==> src/rtl/mul_accum.sv <==
// Product accumulator: sums up to N unsigned 8-bit products per group with
// saturation, then holds the result until the consumer takes it.
module mul_accum #(
    parameter int N     = 8,
    parameter int ACC_W = 16
) (
    input  logic             clk,
    input  logic             rst,
    input  logic             clr,
    input  logic             in_valid,
    input  logic [7:0]       prod_in,
    input  logic             in_last,
    output logic             in_ready,
    output logic             out_valid,
    input  logic             out_ready,
    output logic [ACC_W-1:0] sum_out,
    output logic [8:0]       sum_cnt,
    output logic             sat
);

    typedef enum logic {ACCUM, HOLD} state_t;

    state_t           state;
    logic [ACC_W-1:0] acc;
    logic [8:0]       cnt;
    logic             sat_q;

    logic [ACC_W:0]   sum_wide;
    logic             ovf;
    logic [ACC_W-1:0] acc_nxt;
    logic             accept;
    logic             done;

    // One spare bit catches the carry; a carry means clamp to all-ones.
    assign sum_wide = {1'b0, acc} + {{(ACC_W-7){1'b0}}, prod_in};
    assign ovf      = sum_wide[ACC_W];
    assign acc_nxt  = ovf ? {ACC_W{1'b1}} : sum_wide[ACC_W-1:0];
    assign accept   = in_valid && in_ready;
    assign done     = accept && ((cnt == 9'(N-1)) || in_last);

    always_ff @(posedge clk or posedge rst) begin
        if (rst) begin
            state     <= ACCUM;
            acc       <= '0;
            cnt       <= '0;
            sat_q     <= 1'b0;
            sum_out   <= '0;
            sum_cnt   <= '0;
            sat       <= 1'b0;
            in_ready  <= 1'b1;
            out_valid <= 1'b0;
        end else if (clr) begin
            // Result registers are left alone; they are don't-care once out_valid drops.
            state     <= ACCUM;
            acc       <= '0;
            cnt       <= '0;
            sat_q     <= 1'b0;
            in_ready  <= 1'b1;
            out_valid <= 1'b0;
        end else if (state == ACCUM) begin
            if (done) begin
                sum_out   <= acc_nxt;
                sum_cnt   <= cnt + 9'd1;
                sat       <= sat_q | ovf;
                acc       <= '0;
                cnt       <= '0;
                sat_q     <= 1'b0;
                state     <= HOLD;
                in_ready  <= 1'b0;
                out_valid <= 1'b1;
            end else if (accept) begin
                acc   <= acc_nxt;
                cnt   <= cnt + 9'd1;
                sat_q <= sat_q | ovf;
            end
        end else if (out_ready) begin
            // Accumulator was already cleared at load, so ACCUM is ready next cycle.
            state     <= ACCUM;
            in_ready  <= 1'b1;
            out_valid <= 1'b0;
        end
    end

endmodule

==> config.mk <==
export PLATFORM = sky130hd
export DESIGN_NAME = mul_accum
export DESIGN_NICKNAME = d
export VERILOG_FILES = /design/src/rtl/mul_accum.sv
export SDC_FILE = /design/constraint.sdc
export NUM_CORES = 1
export LEC_CHECK = 0
export BUFFER_PORTS_ARGS = -buffer_cell sky130_fd_sc_hd__buf_2
export CAP_MARGIN = 20
export CORE_MARGIN = 2
export CORE_UTILIZATION = 35
export DETAILED_ROUTE_END_ITERATION = 10
export HOLD_SLACK_MARGIN = 0.08
export PLACE_DENSITY_LB_ADDON = 0.25
export SLEW_MARGIN = 20
export SYNTH_ARGS = -nofsm -noshare
export SYNTH_HDL_FRONTEND = slang
export SYNTH_SLANG_ARGS = --single-unit
==> constraint.sdc <==
create_clock -name clk -period 5.05 [get_ports clk]
set_clock_uncertainty 0.05 [all_clocks]
set_input_delay 0.7575 -clock clk [delete_from_list [all_inputs] [get_ports clk]]
set_output_delay 0.7575 -clock clk [all_outputs]
set_load 0.03 [all_outputs]
==> results of run 1 <==
[area by class of cell]
class,count,area [sq um]
Fill cell,797,4560
Multi-Input combinational cell,232,1390
Sequential cell,55,1380
Timing Repair Buffer,44,228
Tap cell,102,128
Clock buffer,6,72.6
Clock inverter,2,38.8
Inverter,4,15.0
[Yosys cell counts (all sizes together) (3+ instances only)]
master,number
a31oi,7
xnor2,8
nor2b,3
nand2,40
a21oi,20
o21bai,3
xor2,7
dfrtp,54
buf,5
nor2,27
a21o,8
nand2b,4
ha,9
a22o,8
nor3,3
inv,4
nand3,11
o21ai,43
clkbuf,11
and3,9
[routing by layer]
layer | vias up | wire length, um | global-route usage (%)
met5 | - | 0 | 0
met4 | 0 | 68 | 4.23
met3 | 4 | 169 | 2.65
met2 | 35 | 2800 | 23.0
met1 | 1110 | 3080 | 21.4
li1 | 1158 | - | -
[per-stage QoR]
stage,hold WS (ns),total power [W],instances
3_3_place_gp,0.408,0.000735,437
4_1_cts,0.440,0.00104,445
6_report,0.433,0.00102,445
3_5_place_dp,0.415,0.000739,437
2_1_floorplan,0.403,0.000672,307
5_1_grt,0.459,0.00108,445
[logic make-up (layout without fill, tap and decap cells)]
| logic type | after synthesis | count (layout) | share of synthesized area, % |
|---|---|---|---|
| mux | 2 | 2 | 0.880 |
| buf+inv | 20 | 56 | 2.86 |
| simple gates | 108 | 108 | 18.1 |
| xor+xnor | 15 | 15 | 4.62 |
| compound gates | 97 | 97 | 20.4 |
| flops | 55 | 55 | 48.4 |
| fa+ha+maj | 10 | 10 | 4.66 |
[sequential cells by signal (all words and copies together), names as in the netlist]
register,flops
acc,16
cnt,9
in_ready,1
out_valid,1
sat,1
sat_q,1
state,1
sum_cnt,9
sum_out,16
[critical path: stages]
cell,delay (ns)
buf_2,0.10
ha_1,0.22
fa_1,0.45
a211oi_1,0.26
o21bai_1,0.14
o21a_1,0.32
nand3_2,0.32
or4b_1,0.51
mux2_4,0.28
[how the worst max path moves through the flow]
stage | from | to | slack [ns] | cells after the start
5_1_grt | prod_in[0] | sum_out[7] | 1.66 | 9
6_report | prod_in[0] | sum_out[7] | 1.83 | 9
4_1_cts | prod_in[0] | sum_out[7] | 1.86 | 9
2_1_floorplan | prod_in[0] | sum_out[7] | 2.13 | 8
3_3_place_gp | prod_in[0] | sum_out[7] | 1.61 | 9
3_5_place_dp | prod_in[0] | sum_out[7] | 1.55 | 9
[power groups by stage]
stage          Combinational, W  Clock (W)  Sequential [W]
6_report               0.000227   0.000295        0.000501
5_1_grt                0.000249   0.000328        0.000506
4_1_cts                0.000230   0.000309        0.000501
3_5_place_dp           0.000229          0        0.000510
3_3_place_gp           0.000226          0        0.000509
2_1_floorplan         0.0000955          0        0.000576
==> summary.md, run 1 <==
| Metric | Value |
|---|---|
| Setup slack after layout | `1.83 ns` |
| Period utilization | `63.7%` |
| CP arrival | `3.35 ns` |
| Sequential area share after synthesis | `48.4%` |
| Pwr dens | `315 nW/um^2` |
| DR iter-0 viols | `153` |
| Largest net degree at the start of global routing | `56` |
| I/O Buffers | `41` |
| Pint | `0.000702 W` |
| CP max FO | `17` |
| #FFs+latches synth | `55` |
| Post-synthesis cell count | `307` |
| H-tree levels | `2` |
| Post-CTS Resized | `0` |
| DP HPWL | `4210 um` |
| Placeable Area | `7810 sq um` |
| Largest cells by area after synthesis | `dfrtp_1, o21ai_0, nand2_1, ha_1, nor2_1` |
| 1st-pass router iterations | `5` |
| Die Ht | `94.1 um` |
| Final Util | `41.6%` |
| I/O pin cnt | `42` |
| CP required | `5.19 ns` |
| Initial core utilization | `36.4%` |
| Hold Crit Depth | `2` |
| Startpoint class of the critical path | `input pin` |
| Placement row count | `32` |
| Tmin final | `3.22 ns` |
| Worst reg2reg setup slack | `2.00 ns` |
| Achievable Freq | `311 MHz` |
| Reg clk slew, reported paths | `0.10 ns` |
| # Post-CTS Setup Buffers | `0` |
| Syn Nets | `331` |
| Synth-to-Final Area Change | `14.2%` |
| Root Driver | `clkbuf_8` |
| RSZ-0062 raised after global routing | `no` |
| DP Worst Slack | `1.55 ns` |
| Vias in the first global route | `2171` |
| Finished Cell Area | `3250 sq um` |
| Worst Reg-to-Reg Cells | `8` |
| # setup viols final | `0` |
| Top-area cell type share of the netlist area | `47.5%` |
| Synth unique cells | `43` |
| Die area | `8860 sq um` |
| Clock latency on the worst-skew pair | `0.31 ns` |
| Global-route wire length before repair | `10500 um` |
| Switching part of the total | `31.3%` |
| Most used flip-flop cell after synthesis | `dfrtp_1` |
| Hold Crit Endpoint | `sum_out[1]` |
| Sinks on Clock Net | `55` |
| TNS Setup | `0 ns` |
| Antenna viol nets, final | `0` |
| Reg2reg end | `sum_out[7]` |
| Clock network power share | `28.9%` |
| CP Capture Type | `flop` |
| Vias per cell | `5.18` |
| Leakage | `1.56 nW` |
| Final hold violations | `0` |
| Min-Delay Path Class | `reg2reg` |
| Vias | `2307` |
| RR Startpoint | `acc[0]` |
| Max-Slew Margin vs Limit | `37.9%` |
| Combinational Power Share | `22.2%` |
| Commonest non-fill, non-tap cells in the layout | `dfrtp_1, o21ai_0, buf_2` |
| Post-synth ARST share | `100%` |
| Mapped Area | `2840 sq um` |
| Dpl cell area | `3130 sq um` |
| Hold path start | `sum_out[1]` |
| ANT cells | `0` |
| Nets | `366` |
| Commonest non-fill, non-tap cell in the layout | `dfrtp_1` |
| Synthesis warning total | `0` |
| CTS Buf Count | `5` |
| Wire length per cell | `13.7 um` |
| Share of post-route cells with drive strength above 1 | `17.2%` |
| Sequential power share | `49.0%` |
| Drt total wl | `6120 um` |
| Gr ovfl total | `0` |
| CTS tree | `done` |
| Net Sw Power | `0.000320 W` |
| Worst Tran Pin Value | `0.932 ns` |
| Initial antenna violation count | `0` |
| Total Routing Usage GR | `14.9%` |
| Worst setup path category | `in2reg` |
| Max-cap violations | `0` |
| Synth area leader | `dfrtp_1` |
| Residual DRC count | `0` |
| Avg Inst Size Synth | `9.26 sq um` |
| Outcome | `completed` |
| Number of flops mapped to enable cells by yosys | `0` |
| Clock buffer depth | `2` |
| VDD IR max | `0.105 mV` |
| Hold_buf cts | `0` |
| Die X | `94.1 um` |
| Max-slew violation count | `0` |
| GPL Wtd Cong | `0.822` |
Power figures use the tool's default switching activity.
==> run 2, diff against run 1 <==
ABC_AREA = 1   (was unset)
clock period = 3 ns   (was 5.05 ns; I/O delays follow)
==> run 2 against run 1 <==
Effect of this change:
- synthesized area up 7.7%
- clock power up 54%
- total power rose by 54%
- combinational power increased by 33%
- hold slack worse by 0.32 ns
==> summary.md, run 2 <==
| Metric | Value |
|---|---|
| Outcome | `completed` |
| Clock buffer depth | `2 (unchanged)` |
| Synth unique cells | `29 (-33%)` |
| Root Driver | `clkbuf_8` |
| Share of post-route cells with drive strength above 1 | `16.7% (-0.46 points)` |
| Reg clk slew, reported paths | `0.12 ns (+0.02 ns)` |
| CTS tree | `done` |
| Achievable Freq | `462 MHz` |
| Initial antenna violation count | `0 (unchanged)` |
| Commonest non-fill, non-tap cell in the layout | `nand2_1` |
| Largest cells by area after synthesis | `dfrtp_1, nand2_1, inv_1, nand3_1, ha_1` |
| Vias in the first global route | `2553 (+18%)` |
| CP arrival | `2.37 ns (-0.98 ns)` |
| Post-CTS Resized | `0 (unchanged)` |
| Post-synth ARST share | `100% (unchanged)` |
| Setup slack after layout | `0.834 ns (-1.00 ns)` |
| Antenna viol nets, final | `0 (unchanged)` |
| Vias | `2647 (+15%)` |
| Placement row count | `34 (+6.3%)` |
| TNS Setup | `0 ns (unchanged)` |
| Die Ht | `97.5 um (+3.6%)` |
| DR iter-0 viols | `104 (-32%)` |
| Routed wl met2 | `3160 um (+13%)` |
| Sequential area share after synthesis | `45.0% (-3.4 points)` |
| H-tree levels | `2 (unchanged)` |
| Max-Slew Margin vs Limit | `71.0% (+33 points)` |
| Synthesis warning total | `0 (unchanged)` |
| Nets | `477 (+30%)` |
| CTS Buf Count | `5 (unchanged)` |
| Post-synthesis cell count | `410 (+34%)` |
| Largest net degree at the start of global routing | `36 (-36%)` |
| RR Startpoint | `cnt[0]` |
| Worst Reg-to-Reg Cells | `9 (+1)` |
| Finished Cell Area | `3470 sq um (+7.0%)` |
| Total Routing Usage GR | `15.1% (+0.19 points)` |
| Mapped Area | `3060 sq um (+7.7%)` |
| Sinks on Clock Net | `55 (unchanged)` |
| Max-cap violations | `0 (unchanged)` |
| # Post-CTS Setup Buffers | `0 (unchanged)` |
| Placeable Area | `8590 sq um (+10%)` |
| Number of flops mapped to enable cells by yosys | `0 (unchanged)` |
| CP Capture Type | `flop` |
| Synth cell count leaders | `nand2_1, dfrtp_1, inv_1` |
| I/O pin cnt | `42 (unchanged)` |
| Worst Tran Pin Value | `0.434 ns (-0.498 ns)` |
| Highest routed layer | `met4` |
| Die area | `9510 sq um (+7.3%)` |
| 1st-pass router iterations | `4 (-1)` |
| Total power | `0.00157 W (+54%)` |
| Global-route wire length before repair | `12000 um (+14%)` |
| WL met1 | `3310 um (+7.6%)` |
| Synth area leader | `dfrtp_1` |
| Commonest non-fill, non-tap cells in the layout | `nand2_1, dfrtp_1, inv_1` |
| Worst setup path category | `reg2reg` |
| CP max FO | `35 (+18)` |
| Most frequent cell after synthesis | `nand2_1` |
| VDD IR max | `0.251 mV (+140%)` |
| Synth-to-Final Area Change | `13.5%` |
| Startpoint class of the critical path | `flop` |
| Die X | `97.5 um (+3.6%)` |
| RSZ-0062 raised after global routing | `no` |
| #FFs+latches synth | `55 (unchanged)` |
| Leakage | `2.00 nW (+28%)` |
| CP required | `3.21 ns (-1.98 ns)` |
| Top-area cell type share of the netlist area | `44.1% (-3.4 points)` |
| Reg2reg end | `sum_out[12]` |
| Initial core utilization | `35.6% (-0.80 points)` |
| Gr ovfl total | `0 (unchanged)` |
| ANT cells | `0 (unchanged)` |
| Routed met3 length | `231 um (+37%)` |
| Hold_buf cts | `0 (unchanged)` |
| Syn Nets | `434 (+31%)` |
| GPL Wtd Cong | `0.854 (+4.0%)` |
| DP Worst Slack | `0.726 ns (-0.829 ns)` |
| Tmin final | `2.17 ns` |
| Final hold violations | `0 (unchanged)` |
| Worst reg2reg setup slack | `0.83 ns (-1.17 ns)` |
| Vias per cell | `4.71 (-9.1%)` |
| Min-Delay Path Class | `in2async` |
| Period utilization | `72.2%` |
| Drt total wl | `6750 um (+10%)` |
| Clock latency on the worst-skew pair | `0.32 ns (about the same)` |
| # setup viols final | `0 (unchanged)` |
| Wire length per cell | `12.0 um (-13%)` |
| Top flop regs | `acc x16, sum_out x16` |
| Most used flip-flop cell after synthesis | `dfrtp_1` |
| Residual DRC count | `0 (unchanged)` |
| Dpl cell area | `3370 sq um (+7.7%)` |
| Max-slew violation count | `0 (unchanged)` |
| DP HPWL | `4950 um (+18%)` |
| Avg Inst Size Synth | `7.47 sq um (-19%)` |
| I/O Buffers | `41 (unchanged)` |
| Pwr dens | `453 nW/um^2 (+44%)` |
## run 2: where the power goes
part           leakage, nW  total [W]  internal (W)  switching (W)
sequential           0.748   0.000817      0.000788      0.0000291
combinational         1.20   0.000302     0.0000892       0.000213
clock               0.0522   0.000453      0.000178       0.000275
## run 2: layout make-up
| cell class | instances | area (sq um) |
|---|---|---|
| flip-flops and latches | 55 | 1380 |
| clock inverters | 3 | 31.3 |
| fillers | 944 | 5120 |
| well taps | 108 | 135 |
| clock buffers | 5 | 68.8 |
| repair buffers | 45 | 235 |
| inverters | 47 | 178 |
| multi-input cells | 299 | 1450 |
## run 2: cells by family (layout without fill, tap and decap cells)
group                      count (synthesis)  count (layout)  synth area share, %
and+or+nand+nor                          258             258                 36.8
buffers and inverters                     56             100                 7.68
DFF                                       55              55                 45.0
AOI/OAI and AO/OA                         24              24                 4.21
adders and majority gates                 10              10                 4.33
xor gates and xnor gates                   7               7                 2.00
## run 2: worst max-delay path by stage
stage / from / to / slack [ns]
2_1_floorplan: prod_in[0] / acc[3] / 1.03
4_1_cts: cnt[0] / sum_out[12] / 0.76
3_5_place_dp: prod_in[0] / sum_out[2] / 0.73
3_3_place_gp: prod_in[0] / sum_out[2] / 0.76
6_report: cnt[0] / sum_out[12] / 0.83
5_1_grt: cnt[0] / sum_out[12] / 0.54
## run 2: worst max-delay path, cell delays in order, from the launching register on
cell and delay [ns]:
dfrtp_1 0.43, ha_1 0.22, nand2_2 0.07, nor3_2 0.10, nand4_1 0.13, nand2_2 0.12, nand3_4 0.34, clkinv_2 0.39
nand3_1 0.16, nand2_1 0.09
## run 2: per-layer routing
layer	track usage, %	vias to the layer above
met2	24.9	46
li1	-	1357
met4	3.10	0
met3	2.59	7
met1	21.0	1237
met5	0	-
## run 2: per-stage QoR
step,cells,utilization (%),hold slack (ns)
global placement,554,39.3,0.408
finish,562,40.4,0.114
CTS,562,40.4,0.114
global route,562,40.4,0.128
floorplan,410,-,0.403
detailed placement,554,39.3,0.411
